$ cat config.mk
export PLATFORM = sky130hd
export DESIGN_NAME = fifo_ptr_flag
export DESIGN_NICKNAME = d
export VERILOG_FILES = /design/src/rtl/fifo_ptr_flag.sv
export SDC_FILE = /design/constraint.sdc
export NUM_CORES = 1
export LEC_CHECK = 0
export CAP_MARGIN = 20
export CELL_PAD_IN_SITES_DETAIL_PLACEMENT = 0
export CELL_PAD_IN_SITES_GLOBAL_PLACEMENT = 1
export CORE_MARGIN = 1.5
export CORE_UTILIZATION = 42
export DETAILED_ROUTE_END_ITERATION = 6
export PLACE_DENSITY = 0.95
export SYNTH_ARGS = -nofsm -noshare
export SYNTH_HDL_FRONTEND = slang
export SYNTH_SLANG_ARGS = --single-unit
$ cat constraint.sdc
create_clock -name clk -period 6.1 [get_ports clk]
set_clock_uncertainty 0.15 [all_clocks]
set_input_delay 1.22 -clock clk [delete_from_list [all_inputs] [get_ports clk]]
set_output_delay 1.22 -clock clk [all_outputs]
set_load 0.02 [all_outputs]
$ cat src/rtl/fifo_ptr_flag.sv
// Async-FIFO pointer/flag block for one clock domain. It keeps binary and Gray pointers and a remote-pointer
// synchroniser, and registers full|empty, almost, fill level and a sticky overflow/underflow error.
module fifo_ptr_flag #(
  parameter int ADDR        = 5,
  parameter int MODE        = 0,
  parameter int SYNC_STAGES = 2,
  parameter int ALMOST_TH   = 4
) (
  input  logic            clk,
  input  logic            reset_b,
  input  logic            op_i,
  input  logic [ADDR:0]   remote_gray_i,
  input  logic            clr_err_i,
  output logic            en_o,
  output logic [ADDR-1:0] addr_o,
  output logic [ADDR:0]   ptr_bin_o,
  output logic [ADDR:0]   ptr_gray_o,
  output logic            status_o,
  output logic            almost_o,
  output logic [ADDR:0]   level_o,
  output logic            err_o
);
  localparam int            PW           = ADDR + 1;
  localparam logic [PW-1:0] DEPTH        = PW'(2 ** ADDR);
  localparam logic [PW-1:0] TH           = PW'(ALMOST_TH);
  localparam logic          RESET_STATUS = (MODE != 0);

  logic [SYNC_STAGES-1:0][PW-1:0] sync_q;
  logic [PW-1:0] rsync, rbin;
  logic [PW-1:0] bin_q, bin_d, gray_q, gray_d, level_q, level_d;
  logic          status_q, status_d, almost_q, almost_d, err_q, err_d;

  // Plain flop chain: no logic between stages so each bit resolves independently.
  always_ff @(posedge clk or negedge reset_b) begin
    if (!reset_b) sync_q <= '0;
    else          sync_q <= {sync_q[SYNC_STAGES-2:0], remote_gray_i};
  end

  assign rsync = sync_q[SYNC_STAGES-1];

  always_comb begin
    rbin = '0;
    for (int i = 0; i < PW; i++) rbin[i] = ^(rsync >> i);
  end

  always_comb begin
    en_o   = op_i & ~status_q;
    bin_d  = bin_q + {{ADDR{1'b0}}, en_o};
    gray_d = bin_d ^ (bin_d >> 1);
    err_d  = (op_i & status_q) | (err_q & ~clr_err_i);
    if (MODE == 0) begin
      // Full when the write pointer is exactly one lap ahead of the read pointer.
      status_d = (gray_d == {~rsync[ADDR:ADDR-1], rsync[ADDR-2:0]});
      level_d  = bin_d - rbin;
      almost_d = (level_d >= DEPTH - TH);
    end else begin
      status_d = (gray_d == rsync);
      level_d  = rbin - bin_d;
      almost_d = (level_d <= TH);
    end
  end

  always_ff @(posedge clk or negedge reset_b) begin
    if (!reset_b) begin
      bin_q    <= '0;
      gray_q   <= '0;
      level_q  <= '0;
      status_q <= RESET_STATUS;
      almost_q <= RESET_STATUS;
      err_q    <= 1'b0;
    end else begin
      bin_q    <= bin_d;
      gray_q   <= gray_d;
      level_q  <= level_d;
      status_q <= status_d;
      almost_q <= almost_d;
      err_q    <= err_d;
    end
  end

  assign addr_o     = bin_q[ADDR-1:0];
  assign ptr_bin_o  = bin_q;
  assign ptr_gray_o = gray_q;
  assign status_o   = status_q;
  assign almost_o   = almost_q;
  assign level_o    = level_q;
  assign err_o      = err_q;

endmodule
**Word-level counts from Yosys, hierarchy flattened**

Index checks and enable logic that the tools add are counted.

- Add/sub/neg operators: 2
- $lt $le $gt $ge: 1
- Equality and inequality tests: 1
- Bitwise gates (word level): 8
- Reductions and logical operators: 6

Operators by type and width:

| operator | count |
|---|---|
| parity 6 bit | 6 |
| adder 6 x 1 -> 6 bit | 1 |
| == test 6 bit | 1 |
| >= comparator 6 x 5 -> 1 bit, second input constant | 1 |
| subtractor 6 bit | 1 |
| bitwise XOR 6 x 5 -> 6 bit | 1 |
| AND 1 bit | 3 |
| NOT 1 bit | 2 |
| NOT 2 bit | 1 |
| OR 1 bit | 1 |

- Register bits: 33
- Input port bits: 10
- Output and inout bits: 27
- Word-level logic and storage cells: 26

**Logic depth before layout (Yosys ltp)**

Gate-level depths: netlist of the first run.

- Depth in word-level cells: 5
- Gate-level depth with buffers: 14

**Worst setup path before layout of the first run**

No wires, ideal clock.

- Path kind: in2reg
- Start point: in op_i
- End point: reg almost_q, in the netlist almost_o
- Arrival time: 3,601 ps
- Required time: 5,880 ps
- Setup slack: 2,280 ps
- Stages: 12
- Buffers on the path: 1
- Path through: nor2b_1 ha_1 ha_1 buf_6 xor2_4 ha_1 o21a_1 o31a_1 nor3_1 a21oi_1 a211o_1 nand3_1

- Cells in the longest elaborated chain, start to end: 4

Ends and longest elaborated chain:

| what | RTL line | RTL |
|---|---|---|
| start: declaration | 11 | `input logic op_i,` |
| AND 1 bit | 47 | `en_o = op_i & ~status_q;` |
| adder 6 x 1 -> 6 bit | 48 | `bin_d = bin_q + {{ADDR{1'b0}}, en_o};` |
| named net bin_d[2] | 30 | `logic [PW-1:0] bin_q, bin_d, gray_q, gray_d, level_q, level_d;` |
| subtractor 6 bit | 54 | `level_d = bin_d - rbin;` |
| >= comparator 6 x 5 -> 1 bit | 55 | `almost_d = (level_d >= DEPTH - TH);` |
| named net almost_d | 31 | `logic status_q, status_d, almost_q, almost_d, err_q, err_d;` |
| end signal: assignment | 76 | `almost_q <= almost_d;` |
| end: declaration | 31 |  |

The timed path passes the listed nets, and every way through them passes these cells.

**Worst setup path after layout of the first run**

Ends and elaborated chain as after synthesis.

==> impl_metrics.tcl, run 1 <==
set metrics [dict create \
    p_clk_frac 0.122 \
    crit_path_end_kind "register" \
    tightest_slew_ns 0.493 \
    cap_violations 0 \
    rsz0062_at_grt "false" \
    worst-path-max-fanout 11 \
    drc 0 \
    rows 22 \
    internal_power_mw 0.702 \
    die_x_um 64.8 \
    dieArea_sq_um 4200 \
    numCtsBuffers 5 \
    dp_hpwl_um 2120 \
    ios 37 \
    setup_tns_ns 0 \
    yosys_warnings 0 \
    cpMaxStageDelayCell "clkdlybuf4s50_1" \
    power_frac_comb 0.588 \
    ys_types 40 \
    worst_ep_required_time_ns 6.10 \
    core-area_sq_um 3660 \
    hold_violations 0 \
    max_freq_mhz 243 \
    cpMostUsedCell "ha_1" \
    drt_iter0_drc 52 \
    yosys-top-cells-area "dfrtp_1 (50%), xnor2_1 (4.9%), ha_1 (4.7%), xor2_1 (4.4%), buf_4 (3.3%)" \
    report.final.slew_viol_count 0 \
    ir_drop_v 0.000351 \
    gp_congestion 0.795 \
    synthArstFlopShare 1.00 \
    grt_max_degree 33 \
    vias 1069 \
    fin_nets 182 \
    grt_overflow 0 \
    via_per_inst 5.02 \
    numPortBuffers 36 \
    worst-setup-path-type "input pin to register" \
    p_total_mw 1.21 \
    grt_antenna_before_repair 0 \
    critical_path.cell_chain "clkdlybuf4s50_1 > nor2b_1 > ha_1 > ha_1 > xor2_4 > ha_1 > o21a_1 > o31a_1 > nor3_1 > o211a_1 > a22oi_1 > nand3_1" \
    cts_setup_buffers 0 \
    syn_avg_cell_area_sq_um 12.3 \
    track_usage 0.160 \
    die_h_um 64.8 \
    syn_inst 130 \
    cts_tree "done" \
    clk_pin_slew_worst_paths_ns 0.06 \
    cts-root-buf "clkbuf_8" \
    critPathMaxStageDelay_ns 0.48 \
    p_sw_frac 0.422 \
    ys.flop_type "dfrtp_1" \
    setup_viol 0 \
    wl_um 2820 \
    syn-cell-area_sq_um 1600 \
    drive_gt1_frac 0.0970 \
    antenna_cells 0 \
    status "finished, final reports clean" \
    syn_nets 147 \
    fin_crit_sh 0.675 \
    initial_core_util 0.438 \
    synth_edf_count 0 \
    avgRoutedWirePerCell_um 13.2 \
    drt_pass1_iterations 6 \
    yosysTopAreaCellShare 0.499 \
    final_antenna_net_count 0 \
    ys_top_cells_by_count "dfrtp_1 (32), xnor2_1 (9), inv_1 (8), xor2_1 (8), buf_4 (7)" \
    grt_pass1_wl_um 5110 \
    pwr-share-seq 0.290 \
    first_global_vias 1161 \
    power.density_nw_per_um2 595 \
    crit_arrival_ns 4.12 \
    worstSkewPairLatency_ns 0.28 \
    max_slew_margin 0.672 \
    syn2layout_area_growth_pct 27.2 \
    yosysTopAreaCell "dfrtp_1" \
    p_leak_nw 0.878 \
    layout_min_cycle_time_ns 4.12 \
    power_switching_mw 0.512 \
    crit_path_start_kind "input pin" \
    dp.cells 206 \
    cts_hold_buf 0 \
    yosysMostFrequentCell "dfrtp_1" \
    r2r_slack_ns 2.87 \
    whs_ns 0.198 \
    clock_sinks 32 \
    cts_buffer_depth 2 \
    htreeDepth 2 \
    yosysSeqAreaShare 0.499 \
    hold_path.class "register to register" \
    fin_cells 213 \
    synth-seq-cells 32 \
    cts_resized 0 \
]
[layout by cell type (no fill, tap or decap), types with 2 or more instances in the layout]
cell / instances
ha_1: 6
o21ai_1: 4
and2_1: 2
xnor2_2: 3
nor2_1: 2
nor2b_1: 3
o31ai_1: 2
nand2_1: 6
clkdlybuf4s50_1: 36
xor2_2: 2
a21oi_1: 3
xor2_1: 8
nand3_1: 3
dfrtp_1: 32
mux2i_1: 2
inv_1: 8
xnor2_1: 9
o21a_1: 3
nor3_1: 4
clkbuf_8: 5
[critical path: cells and delay by family]
| family | cells | cell delay (ns) |
|---|---|---|
| buffers and inverters | 1 | 0.48 |
| and+or+nand+nor | 3 | 0.38 |
| xor gates and xnor gates | 1 | 0.17 |
| adders and majority gates | 3 | 1.09 |
| AOI/OAI and AO/OA | 4 | 0.77 |
[worst paths after layout]
path                                 from           end  depth (start not counted)
worst max-delay path                 op_i      almost_o                         12
worst min-delay path            sync_q[2]      rsync[2]                          0
worst max register to register   rsync[5]      almost_o                         14
worst min register to register  sync_q[2]      rsync[2]                          0
max in group asynchronous         reset_b     sync_q[2]                          2
min in group asynchronous         reset_b  ptr_bin_o[0]                          2
[final cells by class]
class	count	area [sq um]
Tap cell	48	60.1
Timing Repair Buffer	37	368
Multi-Input combinational cell	80	674
Clock buffer	6	72.6
Fill cell	323	1620
Clock inverter	1	5.00
Inverter	9	60.1
Sequential cell	32	801
[registers in the layout, summed over array words and instances, names as in the netlist]
register,flops
level_o,6
err_o,1
rsync,6
sync_q,6
ptr_gray_o,5
status_o,1
almost_o,1
ptr_bin_o,6
[power by group through the flow]
stage               combinational (mW)  clock (mW)  sequential [mW]
floorplan                        0.441           0            0.410
global placement                 0.697           0            0.353
detailed placement               0.715           0            0.356
CTS                              0.721       0.155            0.353
global route                     0.779       0.164            0.363
finish                           0.713       0.148            0.352
[per-stage QoR]
| step | util | instance area [sq um] | setup WS, ns |
|---|---|---|---|
| final | 0.557 | 2040 | 1.98 |
| after global routing | 0.557 | 2040 | 1.76 |
| after global placement | 0.536 | 1960 | 1.86 |
| after detailed placement | 0.536 | 1960 | 1.69 |
| after floorplan | - | 1600 | 2.28 |
| after CTS | 0.557 | 2040 | 1.97 |
[cell families (layout without fill, tap and decap cells)]
kind of cell / after synthesis / in the layout / share of synthesized area
flops: 32 / 32 / 0.499
xor+xnor: 23 / 23 / 0.161
fa+ha+maj: 7 / 7 / 0.0593
buf+inv: 18 / 53 / 0.0803
simple gates: 24 / 24 / 0.0788
mux: 2 / 2 / 0.0125
compound gates: 24 / 24 / 0.109
[routing by layer]
| layer | vias to the layer above | track usage | part of all wire |
|---|---|---|---|
| met1 | 515 | 0.185 | 0.41 |
| met2 | 42 | 0.262 | 0.51 |
| met3 | 8 | 0.0573 | 0.050 |
| li1 | 504 | - | - |
| met4 | 0 | 0.0798 | 0.023 |
| met5 | - | 0 | 0 |
Note: power is estimated with default switching activity, not from simulation.
==> inputs of run 2 (changes only) <==
- CORE_UTILIZATION: 42 -> 35
- PLACE_DENSITY: 0.95 -> 0.86
- clock period: 6.1 -> 3.5 ns (I/O delays scaled with it)
==> impl_metrics.tcl, run 2 (synthesis gave the netlist of run 1 again) <==
set metrics [dict create \
    cts_tree "done" \
    first_global_vias 1094 \
    status "finished, final reports clean" \
    wl_um 2820 \
    n_fill_cell 398 \
    crit_arrival_ns 3.28 \
    multiInputGateArea_sq_um 679 \
    power.density_nw_per_um2 1040 \
    rows 24 \
    numPortBuffers 36 \
    clk_pin_slew_worst_paths_ns 0.06 \
    worst-path-max-fanout 3 \
    report.final.slew_viol_count 0 \
    numCtsBuffers 5 \
    drc 0 \
    clock_sinks 32 \
    initial_core_util 0.366 \
    r2r_slack_ns 0.25 \
    htreeDepth 2 \
    reg2reg_from "rsync[5]" \
    hold_path.class "register to register" \
    cts-root-buf "clkbuf_8" \
    hold_violations 0 \
    worst-setup-path-type "input pin to register" \
    tightest_slew_ns 0.501 \
    hold_end "rsync[0]" \
    cts_setup_buffers 0 \
    rr_endpoint "almost_o" \
    ir_drop_v 0.000491 \
    fin_cells 225 \
    dieArea_sq_um 5000 \
    setup_tns_ns 0 \
    placed_area_sq_um 2030 \
    fin_util 0.481 \
    grt_pass1_wl_um 4860 \
    regArea_sq_um 801 \
    die_h_um 70.7 \
    crit_path_start_kind "input pin" \
    layout_min_cycle_time_ns 3.28 \
    max_slew_margin 0.666 \
    whs_ns 0.199 \
    hold_start "sync_q[0]" \
    setup_viol 0 \
    via_per_inst 4.74 \
    drt_pass1_iterations 4 \
    antenna_cells 0 \
    drive_gt1_frac 0.145 \
    p_leak_nw 0.919 \
    vias 1066 \
    grt_overflow 0 \
    drt_iter0_drc 27 \
    final_cell_mix "clkdlybuf4s50_1 (36), dfrtp_1 (32), xnor2_1 (9), buf_4 (9)" \
    final_common_cell "clkdlybuf4s50_1" \
    gp_congestion 0.717 \
    cap_violations 0 \
    dp_hpwl_um 2140 \
    syn2layout_area_growth_pct 31.6 \
    grt_antenna_before_repair 0 \
    track_usage 0.125 \
    max_freq_mhz 305 \
    final_antenna_net_count 0 \
    avgRoutedWirePerCell_um 12.5 \
    reg2regPathDepth 14 \
    ios 37 \
    holdPathStages 0 \
    rsz0062_at_grt "false" \
    core-area_sq_um 4380 \
    fin_crit_sh 0.937 \
    cts_buffer_depth 2 \
    crit_path_end_kind "register" \
    worstSkewPairLatency_ns 0.27 \
    grt_max_degree 33 \
    dp.cells 218 \
    fin_area_sq_um 2110 \
    die_x_um 70.7 \
    fin_nets 190 \
    worst_ep_required_time_ns 3.50 \
]
run 2: cell count changes in the layout (fill, tap and decap cells not counted), sizes merged:
cell and delta:
buf +8
run 2: worst max path at each step:
stage | from | to | slack (ns) | cells after the start
floorplan | op_i | almost_o | 0.20 | 12
global placement | op_i | level_o[5] | 0.05 | 12
detailed placement | op_i | almost_o | -0.07 | 13
CTS | rsync[5] | almost_o | 0.21 | 14
global route | op_i | almost_o | 0.01 | 13
finish | op_i | almost_o | 0.22 | 13
run 2: cell type report:
cell class              count  area share
inverters                   9      0.0285
clock inverters             1     0.00237
multi-input cells          80       0.322
repair buffers             45       0.203
flip-flops and latches     32       0.379
clock buffers               6      0.0344
well taps                  52      0.0308
run 2: where the power goes:
group | switching (mW) | internal, mW
clock network | 0.118 | 0.135
logic | 0.673 | 0.656
registers | 0.112 | 0.500
run 2: repair_timing:
item                                    in CTS  in global routing
endpoints found under the setup margin       0                  2
resized for setup                            0                  1
hold buffers                                 0                  0
run 2: critical path, stage by stage:
cell,delay (ns)
clkdlybuf4s50_1,0.47
nor2b_1,0.21
ha_1,0.21
and2_1,0.15
nand2_1,0.09
xnor2_1,0.18
ha_1,0.34
o21a_1,0.12
o31a_1,0.18
nor3_2,0.06
o211a_1,0.22
a22oi_1,0.23
nand3_1,0.10
run 2: per-layer routing:
metal	GRT usage	vias to the layer above	share of wire
met5	0	-	0
met4	0.0776	0	0.026
met3	0.0313	9	0.035
met2	0.210	25	0.50
met1	0.144	517	0.44
li1	-	515	-
run 2: stage by stage:
step                      setup slack [ns]  total power [mW]
after floorplan                      0.200              1.48
after global placement              0.0526              1.91
after detailed placement           -0.0721              1.94
after CTS                            0.209              2.22
after global routing                0.0118              2.36
final                                0.221              2.19
==> inputs of run 3 (changes only) <==
- PLACE_DENSITY: 0.86 -> default
- PLACE_DENSITY_LB_ADDON: default -> 0.1
==> impl_metrics.tcl, run 3 (synthesis gave the netlist of run 1 again) <==
set metrics [dict create \
    status "finished, final reports clean" \
    numPortBuffers 36 \
    final_common_cell "clkdlybuf4s50_1" \
    numCtsBuffers 5 \
    first_global_vias 1083 \
    antenna_cells 0 \
    cts_buffer_depth 2 \
    tightest_slew_ns 0.529 \
    cap_violations 0 \
    final_antenna_net_count 0 \
    power_frac_comb 0.596 \
    worst_slack_ns 0.304 \
    wl_um 2810 \
    vias 1045 \
    cts_resized 0 \
    rr_endpoint "almost_o" \
    grt_pass1_wl_um 4990 \
    regArea_sq_um 801 \
    reg2reg_from "rsync[5]" \
    r2r_slack_ns 0.31 \
    power.density_nw_per_um2 1050 \
    ir_drop_v 0.000577 \
    grt_overflow 0 \
    cts_tree "done" \
    p_leak_nw 0.941 \
    fin_nets 193 \
    crit_start "op_i" \
    rows 24 \
    final_cell_mix "clkdlybuf4s50_1 (36), dfrtp_1 (32), buf_4 (12)" \
    setup_tns_ns 0 \
    max_freq_mhz 313 \
    drive_gt1_frac 0.159 \
    crit_path_start_kind "input pin" \
    hold_violations 0 \
    p_clk_frac 0.132 \
    drt_pass1_iterations 4 \
    internal_power_mw 1.36 \
    pwr-share-seq 0.272 \
    gp_congestion 0.798 \
    p_total_mw 2.25 \
    hold_path.class "register to register" \
    drt_iter0_drc 50 \
    dp_hpwl_um 2100 \
    power_switching_mw 0.895 \
    setup_viol 0 \
    worst-path-max-fanout 3 \
    clock_sinks 32 \
    pre_cts_ws_ns -0.0215 \
    reg2regPathDepth 14 \
    syn2layout_area_growth_pct 33.9 \
    dieArea_sq_um 5000 \
    hold_end "rsync[1]" \
    crit_arrival_ns 3.20 \
    avgRoutedWirePerCell_um 12.3 \
    cts_setup_buffers 0 \
    max_slew_margin 0.648 \
    die_h_um 70.7 \
    layout_min_cycle_time_ns 3.20 \
    worst-setup-path-type "input pin to register" \
    n_fill_cell 386 \
    multiInputGateArea_sq_um 674 \
    ios 37 \
    clk_pin_slew_worst_paths_ns 0.06 \
    fin_crit_sh 0.913 \
    worst_ep_required_time_ns 3.51 \
    crit_path_end_kind "register" \
    p_sw_frac 0.397 \
    holdPathStages 0 \
    initial_core_util 0.366 \
    die_x_um 70.7 \
    worstSkewPairLatency_ns 0.28 \
    htreeDepth 2 \
    via_per_inst 4.58 \
    core-area_sq_um 4380 \
    grt_max_degree 33 \
    grt_antenna_before_repair 0 \
    report.final.slew_viol_count 0 \
    cts_hold_buf 0 \
    cts-root-buf "clkbuf_8" \
    hold_start "sync_q[1]" \
    rsz0062_at_grt "false" \
    drc 0 \
    track_usage 0.127 \
]
[run 3: per-layer routing]
metal  track usage  vias to the layer above  wire [um]
li1              -                      523          -
met1         0.172                      493       1340
met2         0.189                       24       1280
met3        0.0356                        5        119
met4        0.0566                        0         63
met5             0                        -          0
[run 3: stage by stage]
step / cell area (sq um) / hold slack, ns / utilization / std cells
after detailed placement: 2050 / 0.185 / 0.468 / 221
final: 2150 / 0.197 / 0.490 / 228
after floorplan: 1600 / 0.181 / - / 130
after CTS: 2150 / 0.199 / 0.490 / 228
after global routing: 2150 / 0.208 / 0.490 / 228
after global placement: 2050 / 0.182 / 0.468 / 221
[run 3: worst max-delay path by stage]
stage / slack, ns / to
2_1_floorplan: 0.20 / almost_o
3_3_place_gp: 0.05 / level_o[5]
3_5_place_dp: -0.02 / almost_o
4_1_cts: 0.24 / almost_o
5_1_grt: 0.009 / almost_o
6_report: 0.30 / almost_o
[run 3: worst max-delay path: stages]
cell and delay (ns):
clkdlybuf4s50_1 0.47, nor2b_1 0.17, ha_1 0.21, and2_1 0.16, nand2_1 0.09, xnor2_1 0.18
ha_1 0.32, o21a_1 0.12, o31a_1 0.16, nor3_1 0.07, o211a_1 0.22, a22oi_1 0.23
nand3_1 0.10
[run 3: area by class of cell]
| cell class | instances | area share |
|---|---|---|
| Sequential cell | 32 | 0.373 |
| Clock buffer | 7 | 0.0449 |
| Multi-Input combinational cell | 80 | 0.314 |
| Tap cell | 52 | 0.0303 |
| Timing Repair Buffer | 48 | 0.210 |
| Inverter | 9 | 0.0280 |
[run 3: power by group through the flow]
stage	logic [mW]	clock network (mW)	registers, mW
final	1.34	0.297	0.613
after global routing	1.48	0.326	0.633
after CTS	1.37	0.313	0.613
after detailed placement	1.36	0	0.617
after global placement	1.35	0	0.614
after floorplan	0.769	0	0.715
